$ cat config.mk
export PLATFORM = sky130hd
export DESIGN_NAME = spi_write_sequencer
export DESIGN_NICKNAME = d
export VERILOG_FILES = /design/src/rtl/spi_regs_pkg.sv /design/src/rtl/spi_cmd_fifo.sv /design/src/rtl/spi_write_sequencer.sv
export SDC_FILE = /design/constraint.sdc
export NUM_CORES = 1
export LEC_CHECK = 0
export BUFFER_PORTS_ARGS = -buffer_cell sky130_fd_sc_hd__clkbuf_2
export CORE_ASPECT_RATIO = 1.1
export CORE_MARGIN = 2
export CORE_UTILIZATION = 45
export CTS_CLUSTER_DIAMETER = 30
export DETAILED_ROUTE_END_ITERATION = 8
export MAX_ROUTING_LAYER = met4
export PLACE_DENSITY = 0.6
export SLEW_MARGIN = 20
export SYNTH_ARGS = -nofsm -noshare
export SYNTH_HDL_FRONTEND = slang
export SYNTH_SLANG_ARGS = --single-unit
export TNS_END_PERCENT = 100
$ cat constraint.sdc
create_clock -name clk -period 6.58 [get_ports clk]
set_input_delay 0.329 -clock clk [delete_from_list [all_inputs] [get_ports clk]]
set_output_delay 0.329 -clock clk [all_outputs]
set_load 0.01 [all_outputs]
$ cat src/rtl/spi_regs_pkg.sv
// Shared constants for the SPI register-file write path:
// frame layout, peripheral register map and sequencer states.
package spi_regs_pkg;

   localparam int FRAME_W   = 16;
   localparam int WRITE_BIT = 15;

   localparam logic [6:0] REG_EN_OUT_7_0  = 7'h00;
   localparam logic [6:0] REG_EN_OUT_15_8 = 7'h01;
   localparam logic [6:0] REG_EN_PWM_7_0  = 7'h02;
   localparam logic [6:0] REG_EN_PWM_15_8 = 7'h03;
   localparam logic [6:0] REG_PWM_DUTY    = 7'h04;

   typedef enum logic [2:0] {
      ST_IDLE,
      ST_LEAD,
      ST_HIGH,
      ST_LOW,
      ST_TRAIL,
      ST_GAP
   } state_t;

endpackage

$ cat src/rtl/spi_cmd_fifo.sv
// Command FIFO: registered storage, count-based full/empty,
// simultaneous push and pop both honoured.
module spi_cmd_fifo #(
   parameter int WIDTH = 15,
   parameter int DEPTH = 4
) (
   input  logic             clk,
   input  logic             rst_n,
   input  logic             push,
   input  logic [WIDTH-1:0] wdata,
   input  logic             pop,
   output logic [WIDTH-1:0] rdata,
   output logic             full,
   output logic             empty
);

   localparam int AW = $clog2(DEPTH);

   logic [WIDTH-1:0] mem [DEPTH];
   logic [AW-1:0]    wr_ptr;
   logic [AW-1:0]    rd_ptr;
   logic [AW:0]      count;
   logic             do_push;
   logic             do_pop;

   assign do_push = push && !full;
   assign do_pop  = pop && !empty;
   assign full    = (count == (AW+1)'(DEPTH));
   assign empty   = (count == '0);
   assign rdata   = mem[rd_ptr];

   always_ff @(posedge clk) begin
      if (do_push) mem[wr_ptr] <= wdata;
   end

   always_ff @(posedge clk or negedge rst_n) begin
      if (!rst_n) begin
         wr_ptr <= '0;
         rd_ptr <= '0;
         count  <= '0;
      end else begin
         if (do_push) wr_ptr <= wr_ptr + 1'b1;
         if (do_pop)  rd_ptr <= rd_ptr + 1'b1;
         if (do_push && !do_pop)      count <= count + 1'b1;
         else if (!do_push && do_pop) count <= count - 1'b1;
      end
   end

endmodule

$ cat src/rtl/spi_write_sequencer.sv
// Turns queued register writes into SPI mode-0 write frames.
// Pin outputs are registered from the current state (one cycle behind).
module spi_write_sequencer
   import spi_regs_pkg::*;
#(
   parameter int CLK_DIV    = 4,
   parameter int FIFO_DEPTH = 4,
   parameter int CS_GAP     = 4
) (
   input  logic       clk,
   input  logic       rst_n,
   input  logic       cmd_valid,
   output logic       cmd_ready,
   input  logic [6:0] cmd_addr,
   input  logic [7:0] cmd_data,
   output logic       sclk,
   output logic       copi,
   output logic       ncs,
   output logic       busy,
   output logic       frame_done
);

   localparam int CMAX = (CLK_DIV > CS_GAP) ? CLK_DIV : CS_GAP;
   localparam int CW   = $clog2(CMAX);
   localparam logic [CW-1:0] DIV_LD = CW'(CLK_DIV - 1);
   localparam logic [CW-1:0] GAP_LD = CW'(CS_GAP - 1);

   state_t               state, state_d;
   logic [CW-1:0]        cnt, cnt_d;
   logic [3:0]           bitcnt, bit_d;
   logic [FRAME_W-1:0]   sh, sh_d;
   logic [14:0]          fifo_rdata;
   logic                 fifo_full;
   logic                 fifo_empty;
   logic                 pop;
   logic                 active;

   spi_cmd_fifo #(
      .WIDTH (15),
      .DEPTH (FIFO_DEPTH)
   ) u_fifo (
      .clk   (clk),
      .rst_n (rst_n),
      .push  (cmd_valid && cmd_ready),
      .wdata ({cmd_addr, cmd_data}),
      .pop   (pop),
      .rdata (fifo_rdata),
      .full  (fifo_full),
      .empty (fifo_empty)
   );

   assign cmd_ready = !fifo_full;
   assign busy      = !fifo_empty || (state != ST_IDLE);
   assign active    = (state != ST_IDLE) && (state != ST_GAP);

   always_comb begin
      state_d = state;
      cnt_d   = cnt - 1'b1;
      bit_d   = bitcnt;
      sh_d    = sh;
      pop     = 1'b0;
      unique case (state)
         ST_IDLE: begin
            cnt_d = cnt;
            if (!fifo_empty) begin
               pop     = 1'b1;
               sh_d    = {1'b1, fifo_rdata};
               bit_d   = 4'd15;
               cnt_d   = DIV_LD;
               state_d = ST_LEAD;
            end
         end
         ST_LEAD: if (cnt == '0) begin
            cnt_d   = DIV_LD;
            state_d = ST_HIGH;
         end
         ST_HIGH: if (cnt == '0) begin
            cnt_d = DIV_LD;
            if (bitcnt == '0) begin
               state_d = ST_TRAIL;
            end else begin
               bit_d   = bitcnt - 1'b1;
               sh_d    = {sh[FRAME_W-2:0], 1'b0};
               state_d = ST_LOW;
            end
         end
         ST_LOW: if (cnt == '0) begin
            cnt_d   = DIV_LD;
            state_d = ST_HIGH;
         end
         ST_TRAIL: if (cnt == '0) begin
            cnt_d   = GAP_LD;
            state_d = ST_GAP;
         end
         ST_GAP: if (cnt == '0) begin
            cnt_d   = '0;
            state_d = ST_IDLE;
         end
         default: begin
            cnt_d   = '0;
            state_d = ST_IDLE;
         end
      endcase
   end

   always_ff @(posedge clk or negedge rst_n) begin
      if (!rst_n) begin
         state  <= ST_IDLE;
         cnt    <= '0;
         bitcnt <= '0;
         sh     <= '0;
      end else begin
         state  <= state_d;
         cnt    <= cnt_d;
         bitcnt <= bit_d;
         sh     <= sh_d;
      end
   end

   // frame_done marks the first GAP cycle, which is when ncs rises
   always_ff @(posedge clk or negedge rst_n) begin
      if (!rst_n) begin
         ncs        <= 1'b1;
         sclk       <= 1'b0;
         copi       <= 1'b0;
         frame_done <= 1'b0;
      end else begin
         ncs        <= !active;
         sclk       <= (state == ST_HIGH);
         copi       <= active && sh[WRITE_BIT];
         frame_done <= (state == ST_GAP) && (cnt == GAP_LD);
      end
   end

endmodule

==> impl_metrics.csv <==
group,metric,value,unit
status,status,"finished clean",
synthesis,netlist_instances,244,
timing,setup_violations,0,
grt,grt_pass1_wl,11.1,mm
clock_network,htree_levels,3,
place,port_buffers,23,
synthesis,yosysWarnings,0,
layout,fin_util,50.1,%
timing,hold_viol,0,
timing,rsz0062_at_grt,"false",
clock_network,cts_tree,"done",
pwr,ir_drop,181,uV
clock_network,cts_hold_buf,0,
synthesis,postSynthAreaPerCell,16.7,um^2
layout,finalInstanceArea,4430,um^2
synthesis,syn_area,4070,um^2
pwr,power.total,1.82,mW
clock_network,path_clk_slew,0.10,ns
synthesis,synth_area_leaders,"edfxtp_1, dfrtp_1, mux4_1, mux4_2, o221a_2",
synthesis,synthArstFlopShare,37.5,%
clock_network,cts_resized,0,
clock_network,clk-insertion-delay-late,0.35,ns
setup_path,worstSetupEndpointType,"register",
layout,final_cells,384,
setup_path,start_kind,"register",
routing,avgViaCountPerCell,5.47,
timing,fin_hold_ws,0.0807,ns
clock_network,post_cts_buffers,0,
layout,diodes,0,
routing,wire_per_inst,17.4,um
flow_run,cap_violations,0,
synthesis,seq_area_frac_synth,66.5,%
pwr,p_per_area,411,nW/um^2
synthesis,synthFlopType,"edfxtp_1",
routing,initialDrtViolationCount,126,
routing,drc,0,
place,placed_cell_area,4240,um^2
clock_network,numCtsBuffers,9,
place,place_inst,368,
die,start_util,46.1,%
timing,fmax,398,MHz
grt,grt_overflow_total,0,
grt,antenna_found_initial,0,
die,rows,36,
synthesis,synth_fp_nets,273,
routing,via_count,2100,
routing,ant_nets,0,
pwr,power_leakage,1.62,nW
layout,drive_gt1_share,25.6,%
timing,drv_slew,0,
setup_path,critical_path_class,"register to register",
grt,grt_max_degree,37,
place,place_ws,4.07,ns
setup_path,required,6.83,ns
timing,finalSetupTns,0,ns
setup_path,crit_fanout,15,
synthesis,synth_edf_count,60,
timing,period_share,38.2,%
die,core-area,8830,um^2
grt,grt_pass1_vias,2120,
synthesis,synth_top_area_share,44.3,%
synthesis,ys_ff_latch,96,
die,die_h,104,um
place,hpwl,4.06,mm
place,place.gp.congestion,0.726,
grt,groute.usage.overall,15.5,%
clock_network,ctsRootBufferMaster,"clkbuf_8",
timing,period_minus_slack,2.51,ns
clock_network,cts_sinks,96,
layout,nNetsFinal,294,
timing,postLayoutSetupSlackWorst,4.07,ns
die,num_io_pins,24,
routing,finalWirelength,6.68,mm
routing,drtPass1Iterations,4,
timing,relSlewSlack,32.5,%
synthesis,post-synth-top-area-cell,"edfxtp_1",
timing,worstMarginPinSlew,1.01,ns
layout,fill_cells,781,
layout,syn_to_final_growth,8.79,%
setup_path,arrival,2.76,ns
hold_path,min_path_type,"input pin to asynchronous set/reset pin",
die,die_x,94.7,um
die,dieArea,9820,um^2
clock_network,cts_buffer_depth,2,
synthesis,ys_types,43,
timing,fin_skew,0.00863,ns
==> cells in the mapped netlist, types with 2 or more instances <==
cell	instances
a2bb2oi_1	3
and3_1	3
nor2b_1	5
o221a_2	14
inv_1	10
a21oi_1	7
and2_1	4
ha_1	10
or3_1	16
nor3_1	3
xor2_1	3
a31oi_1	2
o21ai_0	3
mux4_1	7
dfrtp_1	35
buf_6	2
clkbuf_1	6
mux2_2	3
nand2_1	6
nor3b_1	2
buf_2	2
xnor2_1	4
buf_4	2
nand3_1	3
edfxtp_1	60
mux4_2	8
nor2_1	5
==> cell families (layout without fill, tap and decap cells) <==
| group | count (synthesis) | after routing | share of synthesized area [%] |
|---|---|---|---|
| compound gates | 36 | 36 | 7.75 |
| xor+xnor | 7 | 7 | 1.51 |
| fa+ha+maj | 11 | 11 | 3.57 |
| buf+inv | 23 | 49 | 3.01 |
| flops | 96 | 96 | 66.5 |
| mux | 19 | 19 | 10.0 |
| simple gates | 52 | 52 | 7.69 |
==> worst max-delay path, cell delays in order (launching register included) <==
cell     delay [ns]
dfrtp_1        0.55
nor3_1         0.54
nand2_1        0.29
ha_1           0.30
inv_1          0.07
fa_1           0.40
mux2_2         0.26
==> metal layers <==
layer	part of all wire (%)	GRT usage (%)	routed length, um
met5	0	-	0
met3	2.3	3.05	153
met2	51	24.1	3420
met1	46	20.4	3050
met4	0.78	5.28	52
==> report_power, final <==
part           internal, mW  switching, mW  total [mW]
Clock                 0.146          0.217       0.364
Combinational         0.266          0.221       0.486
Sequential            0.823          0.145       0.968
Total                  1.23          0.583        1.82
==> path summary, 6_finish.rpt <==
path                                 startpoint                           to  slack (ns)  cells past startpoint
setup / recovery           state[0]$_DFFE_PN0P_  u_fifo.count[1]$_DFFE_PN0P_        4.07                      6
hold / removal                            rst_n         state[0]$_DFFE_PN0P_        0.08                      1
setup reg to reg           state[0]$_DFFE_PN0P_  u_fifo.count[1]$_DFFE_PN0P_        4.07                      6
hold reg to reg              sh[15]$_DFFE_PN0P_               copi$_DFF_PN0_        0.52                      1
max in group asynchronous                 rst_n            sh[3]$_DFFE_PN0P_        5.94                      1
min in group clk                    cmd_addr[3]  u_fifo.mem[2][11]$_DFFE_PP_        0.18                      1
==> state kept, by name, summed over array words and instances (netlist names) <==
register / cells
u_fifo.mem: 60
sh: 16
ncs: 1
u_fifo.count: 3
copi: 1
state: 3
bitcnt: 4
frame_done: 1
u_fifo.wr_ptr: 2
sclk: 1
cnt: 2
u_fifo.rd_ptr: 2
==> placed cells by master, fill, tap and decap left out, types with 2 or more instances in the layout <==
cell type  netlist  routed
nand3_1          3       3
xor2_1           3       3
clkbuf_2         0      23
nor3_1           3       3
inv_8            0       2
or3_1           16      16
inv_1           10      10
a2bb2oi_1        3       3
o21ai_0          3       3
mux2_2           3       3
mux4_2           8       8
o221a_2         14      14
mux4_1           7       7
xnor2_1          4       4
nor2b_1          5       5
nor2_1           5       5
nand2_1          6       6
dfrtp_1         35      35
and2_1           4       4
edfxtp_1        60      60
a21oi_1          7       7
inv_6            0       3
a31oi_1          2       2
nor3b_1          2       2
clkbuf_8         0       9
and3_1           3       3
ha_1            10      10
==> cell type report <==
class | count | area [um^2] | share of cell area (%)
well taps | 114 | 143 | 3.22
flip-flops and latches | 96 | 2700 | 61.1
multi-input cells | 125 | 1240 | 28.1
repair buffers | 23 | 115 | 2.60
clock buffers | 9 | 124 | 2.80
clock inverters | 7 | 61.3 | 1.38
inverters | 10 | 37.5 | 0.848
(Power assumes the default switching activity.)
